## config.mk

```make
export PLATFORM = sky130hd
export DESIGN_NAME = uart_rx
export DESIGN_NICKNAME = d
export VERILOG_FILES = /design/src/rtl/uart_pkg.sv /design/src/rtl/sync_ff.sv /design/src/rtl/uart_rx.sv
export SDC_FILE = /design/constraint.sdc
export NUM_CORES = 1
export LEC_CHECK = 0
export ABC_CLOCK_PERIOD_IN_PS = 4600
export CORE_AREA = 2 2 54 56
export CTS_BUF_LIST = sky130_fd_sc_hd__clkbuf_2 sky130_fd_sc_hd__clkbuf_4 sky130_fd_sc_hd__clkbuf_8
export CTS_CLUSTER_SIZE = 30
export DETAILED_ROUTE_END_ITERATION = 12
export DIE_AREA = 0 0 56 58
export GPL_TIMING_DRIVEN = 0
export PLACE_DENSITY = 0.74
export SYNTH_ARGS = -nofsm -noshare
export SYNTH_HDL_FRONTEND = slang
export SYNTH_SLANG_ARGS = --single-unit
```

## constraint.sdc

```tcl
create_clock -name clk -period 4.6 [get_ports clk]
set_input_delay 0.92 -clock clk [delete_from_list [all_inputs] [get_ports clk]]
set_output_delay 0.92 -clock clk [all_outputs]
set_load 0.05 [all_outputs]
```

## src/rtl/uart_pkg.sv

```systemverilog
// Shared UART definitions: receiver state encoding and default frame geometry.
// The transmitter imports the same package so both ends agree on the defaults.
package uart_pkg;

    localparam int UART_DATA_BITS  = 8;
    localparam int UART_OVERSAMPLE = 16;

    typedef enum logic [2:0] {
        IDLE,
        START,
        DATA,
        STOP,
        BREAK
    } rx_state_t;

endpackage

```

## src/rtl/sync_ff.sv

```systemverilog
// Multi-stage bit synchronizer for asynchronous inputs.
// Resets to 1 so an idle-high serial line does not look like an edge.
module sync_ff #(
    parameter int SYNC_STAGES = 2
) (
    input  logic clk,
    input  logic rst,
    input  logic d,
    output logic q
);

    logic [SYNC_STAGES-1:0] sync_q;

    always_ff @(posedge clk) begin
        if (rst) begin
            sync_q <= '1;
        end else begin
            sync_q <= {sync_q[SYNC_STAGES-2:0], d};
        end
    end

    assign q = sync_q[SYNC_STAGES-1];

endmodule

```

## src/rtl/uart_rx.sv

```systemverilog
// Oversampling 8N1 UART receiver with a one-entry valid/ready output register.
// Frame timing advances only on os_tick; the output handshake runs on every clk.
module uart_rx
    import uart_pkg::*;
#(
    parameter int DATA_BITS   = UART_DATA_BITS,
    parameter int OVERSAMPLE  = UART_OVERSAMPLE,
    parameter int SYNC_STAGES = 2
) (
    input  logic                 clk,
    input  logic                 rst,
    input  logic                 os_tick,
    input  logic                 rx,
    output logic [DATA_BITS-1:0] rx_data,
    output logic                 rx_valid,
    input  logic                 rx_ready,
    output logic                 frame_err,
    output logic                 overrun
);

    localparam int TICK_W = $clog2(OVERSAMPLE);
    localparam int BIT_W  = (DATA_BITS > 1) ? $clog2(DATA_BITS) : 1;

    localparam logic [TICK_W-1:0] TICK_LAST = TICK_W'(OVERSAMPLE - 1);
    localparam logic [TICK_W-1:0] TICK_HALF = TICK_W'(OVERSAMPLE / 2 - 1);
    localparam logic [BIT_W-1:0]  BIT_LAST  = BIT_W'(DATA_BITS - 1);

    logic rx_s;

    rx_state_t             state_q, state_d;
    logic [TICK_W-1:0]     tick_q, tick_d;
    logic [BIT_W-1:0]      bit_q, bit_d;
    logic [DATA_BITS-1:0]  shift_q, shift_d;
    logic                  deliver;
    logic                  frame_err_d;

    sync_ff #(
        .SYNC_STAGES(SYNC_STAGES)
    ) u_sync (
        .clk(clk),
        .rst(rst),
        .d  (rx),
        .q  (rx_s)
    );

    always_ff @(posedge clk) begin
        if (rst) begin
            state_q <= IDLE;
            tick_q  <= '0;
            bit_q   <= '0;
            shift_q <= '0;
        end else begin
            state_q <= state_d;
            tick_q  <= tick_d;
            bit_q   <= bit_d;
            shift_q <= shift_d;
        end
    end

    // START checks the line half a bit in, so every later sample lands mid-bit.
    always_comb begin
        state_d     = state_q;
        tick_d      = tick_q;
        bit_d       = bit_q;
        shift_d     = shift_q;
        deliver     = 1'b0;
        frame_err_d = 1'b0;
        if (os_tick) begin
            case (state_q)
                IDLE: begin
                    if (!rx_s) begin
                        state_d = START;
                        tick_d  = '0;
                    end
                end
                START: begin
                    if (tick_q == TICK_HALF) begin
                        tick_d  = '0;
                        bit_d   = '0;
                        state_d = rx_s ? IDLE : DATA;
                    end else begin
                        tick_d = tick_q + 1'b1;
                    end
                end
                DATA: begin
                    if (tick_q == TICK_LAST) begin
                        tick_d  = '0;
                        shift_d = {rx_s, shift_q[DATA_BITS-1:1]};
                        if (bit_q == BIT_LAST) begin
                            state_d = STOP;
                        end else begin
                            bit_d = bit_q + 1'b1;
                        end
                    end else begin
                        tick_d = tick_q + 1'b1;
                    end
                end
                STOP: begin
                    if (tick_q == TICK_LAST) begin
                        tick_d = '0;
                        if (rx_s) begin
                            deliver = 1'b1;
                            state_d = IDLE;
                        end else begin
                            frame_err_d = 1'b1;
                            state_d     = BREAK;
                        end
                    end else begin
                        tick_d = tick_q + 1'b1;
                    end
                end
                BREAK: begin
                    if (rx_s) begin
                        state_d = IDLE;
                    end
                end
                default: begin
                    state_d = IDLE;
                end
            endcase
        end
    end

    // A delivery may reuse the slot only if the consumer drains it in the same cycle.
    always_ff @(posedge clk) begin
        if (rst) begin
            rx_data   <= '0;
            rx_valid  <= 1'b0;
            frame_err <= 1'b0;
            overrun   <= 1'b0;
        end else begin
            frame_err <= frame_err_d;
            overrun   <= 1'b0;
            if (deliver) begin
                if (!rx_valid || rx_ready) begin
                    rx_data  <= shift_q;
                    rx_valid <= 1'b1;
                end else begin
                    overrun <= 1'b1;
                end
            end else if (rx_valid && rx_ready) begin
                rx_valid <= 1'b0;
            end
        end
    end

endmodule

```

Yosys cells after proc, flatten, opt, wreduce, memory -nomap -nowiden:

Index checks and enable logic that the tools add are counted.

* $add $sub $neg: 2
* equal/unequal tests: 15
* mux-type cells: 26
* bitwise logic cells: 4
* reductions and logical operators: 16

Operators by type and width (count)
* 2-to-1 mux 3 bit: 10
* one-hot mux 3 bit (5 select lines): 1
* 2-to-1 mux 4 bit: 3
* != test 2 bit (second input constant): 6
* one-hot mux 4 bit (3 select lines): 1
* 2-to-1 mux 1 bit: 9
* AND reduction 7 bit: 1
* == test 3 x 2 -> 1 bit (second input constant): 2
* == test 3 bit (second input constant): 2
* one-hot mux 3 bit (2 select lines): 1
* AND reduction 3 bit: 2
* AND reduction 5 bit: 1
* adder 4 x 1 -> 4 bit (second input constant): 1
* == test 4 x 3 -> 1 bit (second input constant): 1
* == test 4 bit (second input constant): 1
* != test 2 x 1 -> 1 bit (second input constant): 2
* inverter 1 bit: 4
* AND reduction 2 bit: 2
* nonzero test 2 bit: 2
* OR reduction 2 bit: 2
* OR reduction 4 bit: 1
* adder 3 x 1 -> 3 bit (second input constant): 1
* == test 3 x 1 -> 1 bit (second input constant): 1
* logical NOT 3 bit: 1
* 5 further kinds: 5

* flip-flop bits (word level): 31
* word-level logic and storage cells: 72

Logic depth before layout (Yosys ltp):

* word-level depth: 6
* mapped depth: 6

By module:

A second synthesis with hierarchy kept.

* cell total of the unflattened synthesis: 139
* area, all modules: 1351.3 µm²

Modules (own cells, without submodules)
* uart_rx: instances 1, cells an instance 135, area each 1298.7 µm², sequential area each 580.6 µm²
* sync_ff: instances 1, cells an instance 4, area each 52.6 µm², sequential area each 40.0 µm²

Least setup slack after synthesis:

No wires, ideal clock.

* path type: input port to flip-flop
* start: in os_tick
* end: reg rx_data[6]
* setup time: 0.128 ns
* arrival time: 1.753 ns
* required time: 4.472 ns
* path slack: 2.720 ns
* cell stages on the path: 5
* cell sequence: nand4_4 > nor4b_4 > buf_6 > mux2i_1 > nor2_1

* longest elaborated chain between the ends: 2

Ends and longest elaborated chain
* start: declaration: line uart_rx.sv:12 `input logic os_tick,`
* 2-to-1 mux 1 bit: line uart_rx.sv:68 `if (os_tick) begin`
* AND reduction 2 bit (no line)
* end signal: assignment: line uart_rx.sv:136 `rx_data <= shift_q;`
* end: declaration: line uart_rx.sv:14 `output logic [DATA_BITS-1:0] rx_data,`

No other way between the ends.
A chain may end at the register's enable or synchronous reset.

Worst setup path in the final report:

* start: reg rx_data[2]
* end: out rx_data[2]

No word-level cell between the ends.

==> metrics list <==
* Site Rows: 19
- The critical path goes through clkdlybuf4s50_1.
* CP Launch Type: register
- In the final routed layout, each cell accounts on average for 12.14 um.
- The number of antenna violations at the first check in global routing was 0.
- In the final layout, the share of cells above drive strength 1 is 0.1173.
* Internal power: 0.0004044 W
* Layout Area Growth over Synthesis: 20.39%
- Proportion of power drawn by the clock network: 0.435
- On the worst path, the slowest cell contributes a delay of 0.80 ns.
- Transition at the pin with the smallest max-transition slack: 0.5052 ns
- Across all register-to-register paths, the minimum setup slack is 2.81 ns.
- Worst supply voltage drop on vdd: 0.2607 mV
- For this design, the CTS-stage hold fixing added 0 buffers.
- Max Fanout on Critical Path: 2
- For this design, the slowest cell found on the critical path is sky130_fd_sc_hd__clkdlybuf4s50_1.
- Based on the critical path, the design can be clocked at up to 420.3 MHz.
- Summed over all failing endpoints, the final setup total negative slack is 0 ns.
* Number of ports placed on the die boundary: 16
* Endpoint of the lowest-slack register-to-register path: bit_q[1]
- Synth Net Count: 147
* Clk_lat worst skew: 0.32 ns
- After detailed routing, the number of remaining DRC violations is 0.
- Together, buffers and inverters on the worst path number 1.
- Setup repair after global routing left no endpoint under its margin.
* Total length of routed wires: 2343 um
- Clock-pin slew was measured on the worst setup and hold paths at 0.10 ns.
- By area, the combinational part of the netlist is dominated by simple AND/OR/NAND/NOR gates.
* Final GP Congestion: 0.7161
* Crit path arrival time: 1.46 ns
- Vias in the first global route: 976
- In the routed layout, each cell is associated on average with a via count of 5.290.
* Clock tree from TritonCTS: done
- Final worst-path setup slack: 2.221 ns
- Number of nets in the finished design: 169
- Net switching power of the design: 0.0001021 W
- Synthesis Warnings: 0
- In this run, CTS created clock tree buffers numbering 5.
* Number of distinct library cells after synthesis: 36
- The number of setup buffers added after CTS is 0.
* Worst R2R Path Depth: 6
- The initial utilization of the core area, before any placement, comes to 0.5070.
* Total die area: 3248 um2
- Of the total power, combinational logic draws 0.032.
- Top cells by area, synth: sky130_fd_sc_hd__dfxtp_1 46%, sky130_fd_sc_hd__mux2i_1 12%, sky130_fd_sc_hd__nor2_1 6.1%
- Detailed placement finished with a half-perimeter wire length of 1687 um.
- Buffers placed on the I/O ports in this run total 15.
* Compound-gate portion of the synthesized area: 0.09546
* Seq/Total Area, Yosys: 0.4597
* Leading area contributor after synthesis: sky130_fd_sc_hd__dfxtp_1
- Before CTS, the worst setup slack after placement is 1.999 ns.
- Average cell area after synthesis: 9.713 um2
- Dominant delay contributor by cell family on the critical path: buffers and inverters
- After synthesis, the share of cell area in mux cells is 0.1186.
- Post-Layout Inst Area: 1625 um2
- Adder-cell area share of the yosys netlist: 0.02780
* Net switching fraction of the power: 0.2016
- In the finished design, the share of the clock period the worst path needs comes to 0.5173.
- Total power divided by cell area: 311.7 nW/um2
- Across every metal layer, demand over resource in global routing totals 0.1624.
- Number of max-cap violations: 0
- Number of DRC markers after the initial detailed-route iteration: 33
- Worst R2R Start: bit_q[0]
- In this run the remaining antenna-violating nets after routing total 0.
- Global-route wire length before repair: 4105 um
- The most common cell in the synthesized netlist is sky130_fd_sc_hd__dfxtp_1.
* Largest net degree at the start of global routing: 11
- Measured along the x axis, the die boundary spans 56 um.
- Count of antenna diodes in the layout: 0
- CTS Root Buffer Type: sky130_fd_sc_hd__clkbuf_4
- The setup path with the least slack is of type reg2out.
- The floorplan step set the die height to 58 um.
- Number of enable-type register cells in the synthesized netlist: 0
- The cell area that synthesis handed to floorplanning was 1350 um2.
* Async S/R FF share, synth: 0
- By count the netlist is led by 31 x sky130_fd_sc_hd__dfxtp_1, 22 x sky130_fd_sc_hd__nor2_1, 16 x sky130_fd_sc_hd__mux2i_1.
- Worst Min Path Start: u_sync.sync_q[0]
* Basic-gate share of the synthesized area counting and, or, nand and nor cells: 0.2502
- First-pass detailed-route iteration total: 4
* Area share of the leading cell type in the synthesized netlist: 0.4597
* Endpoint kind of the worst setup timing path: output pin
* Xor/xnor share of the synthesized area: 0.006487
* Synthesized netlist cell count: 139
- The total overflow left after global routing is 0.
- Worst-case hold path end point: u_sync.sync_q[1]
- The flow ran to the end, and the final reports show no timing, DRC or antenna violations.
- Headroom to the max-slew limit came out at 0.6621.
* Number of setup violations in the final report: 0
- The final route contains 1021 vias.
* Static Leak: 0.5988 nW
- The placed instances occupy a cell area of 1539 um2.
- Largest buffer count on any clock path: 2
* Cts repair resizes: 0
* H-tree lvl count: 2
- The core region is 2663 um2.
* Clock skew: 0.009175 ns
* Required time reported for the critical path endpoint: 3.68 ns
- Final Max Tran Viols: 0
* Proportion of power drawn by flip-flops and latches: 0.534
* Worst hold path depth: 1
* Number of endpoints with negative hold slack in the final report: 0
- In this run the worst hold path is classified as reg2reg.
- Ys flop type: sky130_fd_sc_hd__dfxtp_1
* CTS sink count: 31
- FF+latch count, synth: 31
- Post-layout minimum cycle time: 2.379 ns
==> worst max path at each step <==
stage	startpoint	end	slack, ns	depth (start not counted)
4_1_cts	rx_data[6]	rx_data[6]	2.20	1
3_5_place_dp	os_tick	rx_data[7]	2.00	6
5_1_grt	rx_data[6]	rx_data[6]	2.14	1
2_1_floorplan	os_tick	rx_data[6]	2.72	5
6_report	rx_data[2]	rx_data[2]	2.22	1
3_3_place_gp	os_tick	rx_data[1]	2.02	6
==> placed cells by master, fill, tap and decap left out, types with 3 or more instances in the layout <==
| cell | Yosys | final |
|---|---|---|
| sky130_fd_sc_hd__nand2_1 | 9 | 9 |
| sky130_fd_sc_hd__dfxtp_1 | 31 | 31 |
| sky130_fd_sc_hd__or2_2 | 3 | 3 |
| sky130_fd_sc_hd__clkdlybuf4s50_1 | 0 | 15 |
| sky130_fd_sc_hd__o21ai_0 | 4 | 4 |
| sky130_fd_sc_hd__nor2_1 | 22 | 22 |
| sky130_fd_sc_hd__clkbuf_4 | 0 | 5 |
| sky130_fd_sc_hd__a22oi_1 | 3 | 3 |
| sky130_fd_sc_hd__clkbuf_1 | 3 | 3 |
| sky130_fd_sc_hd__inv_1 | 4 | 4 |
| sky130_fd_sc_hd__ha_1 | 3 | 3 |
| sky130_fd_sc_hd__a21oi_1 | 8 | 8 |
| sky130_fd_sc_hd__or3_1 | 5 | 5 |
| sky130_fd_sc_hd__mux2i_1 | 16 | 16 |
==> worst register-to-register path: stages (launching register included) <==
cell	delay, ns
sky130_fd_sc_hd__dfxtp_1	0.34
sky130_fd_sc_hd__ha_1	0.20
sky130_fd_sc_hd__ha_1	0.19
sky130_fd_sc_hd__and4bb_2	0.28
sky130_fd_sc_hd__o211ai_1	0.20
sky130_fd_sc_hd__or3_1	0.37
sky130_fd_sc_hd__a21oi_1	0.14
==> through the flow <==
| stage | total power, W | util | instances | hold WS, ns |
|---|---|---|---|---|
| after global placement | 0.0002929 | 0.5780 | 185 | 0.4023 |
| after global routing | 0.0005270 | 0.6104 | 193 | 0.4345 |
| final | 0.0005065 | 0.6104 | 193 | 0.4130 |
| after detailed placement | 0.0002931 | 0.5780 | 185 | 0.4057 |
| after CTS | 0.0005122 | 0.6104 | 193 | 0.4222 |
| after floorplan | 0.0002856 | - | 139 | 0.3895 |
==> state kept, by name, indices dropped and copies added, names as in the netlist <==
name and flops:
tick_q 4, overrun 1, shift_q 8, bit_q 3
state_q 3, frame_err 1, rx_valid 1, u_sync.sync_q 2
rx_data 8
==> power by group through the flow <==
stage,Combinational (W),Sequential [W],Clock (W)
6_report,0.0000161,0.000270,0.000220
5_1_grt,0.0000183,0.000271,0.000238
4_1_cts,0.0000165,0.000270,0.000225
3_5_place_dp,0.0000165,0.000277,0
3_3_place_gp,0.0000164,0.000277,0
2_1_floorplan,0.00000927,0.000276,0
==> cell type report <==
cell class	instances	area, um2
fillers	229	1037
multi-input cells	98	673.1
flip-flops and latches	31	620.6
repair buffers	15	150.1
clock buffers	6	51.30
plain buffers	6	41.29
well taps	31	38.79
clock inverters	2	35.03
inverters	4	15.01
==> routing by layer <==
metal | global-route usage | up-vias | part of all wire
met4 | 0.06463 | 0 | 0.017
met5 | 0 | - | 0
met2 | 0.2639 | 16 | 0.46
met1 | 0.1924 | 474 | 0.47
met3 | 0.06696 | 4 | 0.045
li1 | - | 527 | -
==> logic make-up (layout without fill, tap and decap cells) <==
group	count (synthesis)	in the layout
buf+inv	10	33
simple gates	57	57
mux	16	16
compound gates	21	21
flops	31	31
xor+xnor	1	1
fa+ha+maj	3	3
Power figures use the tool's default switching activity.
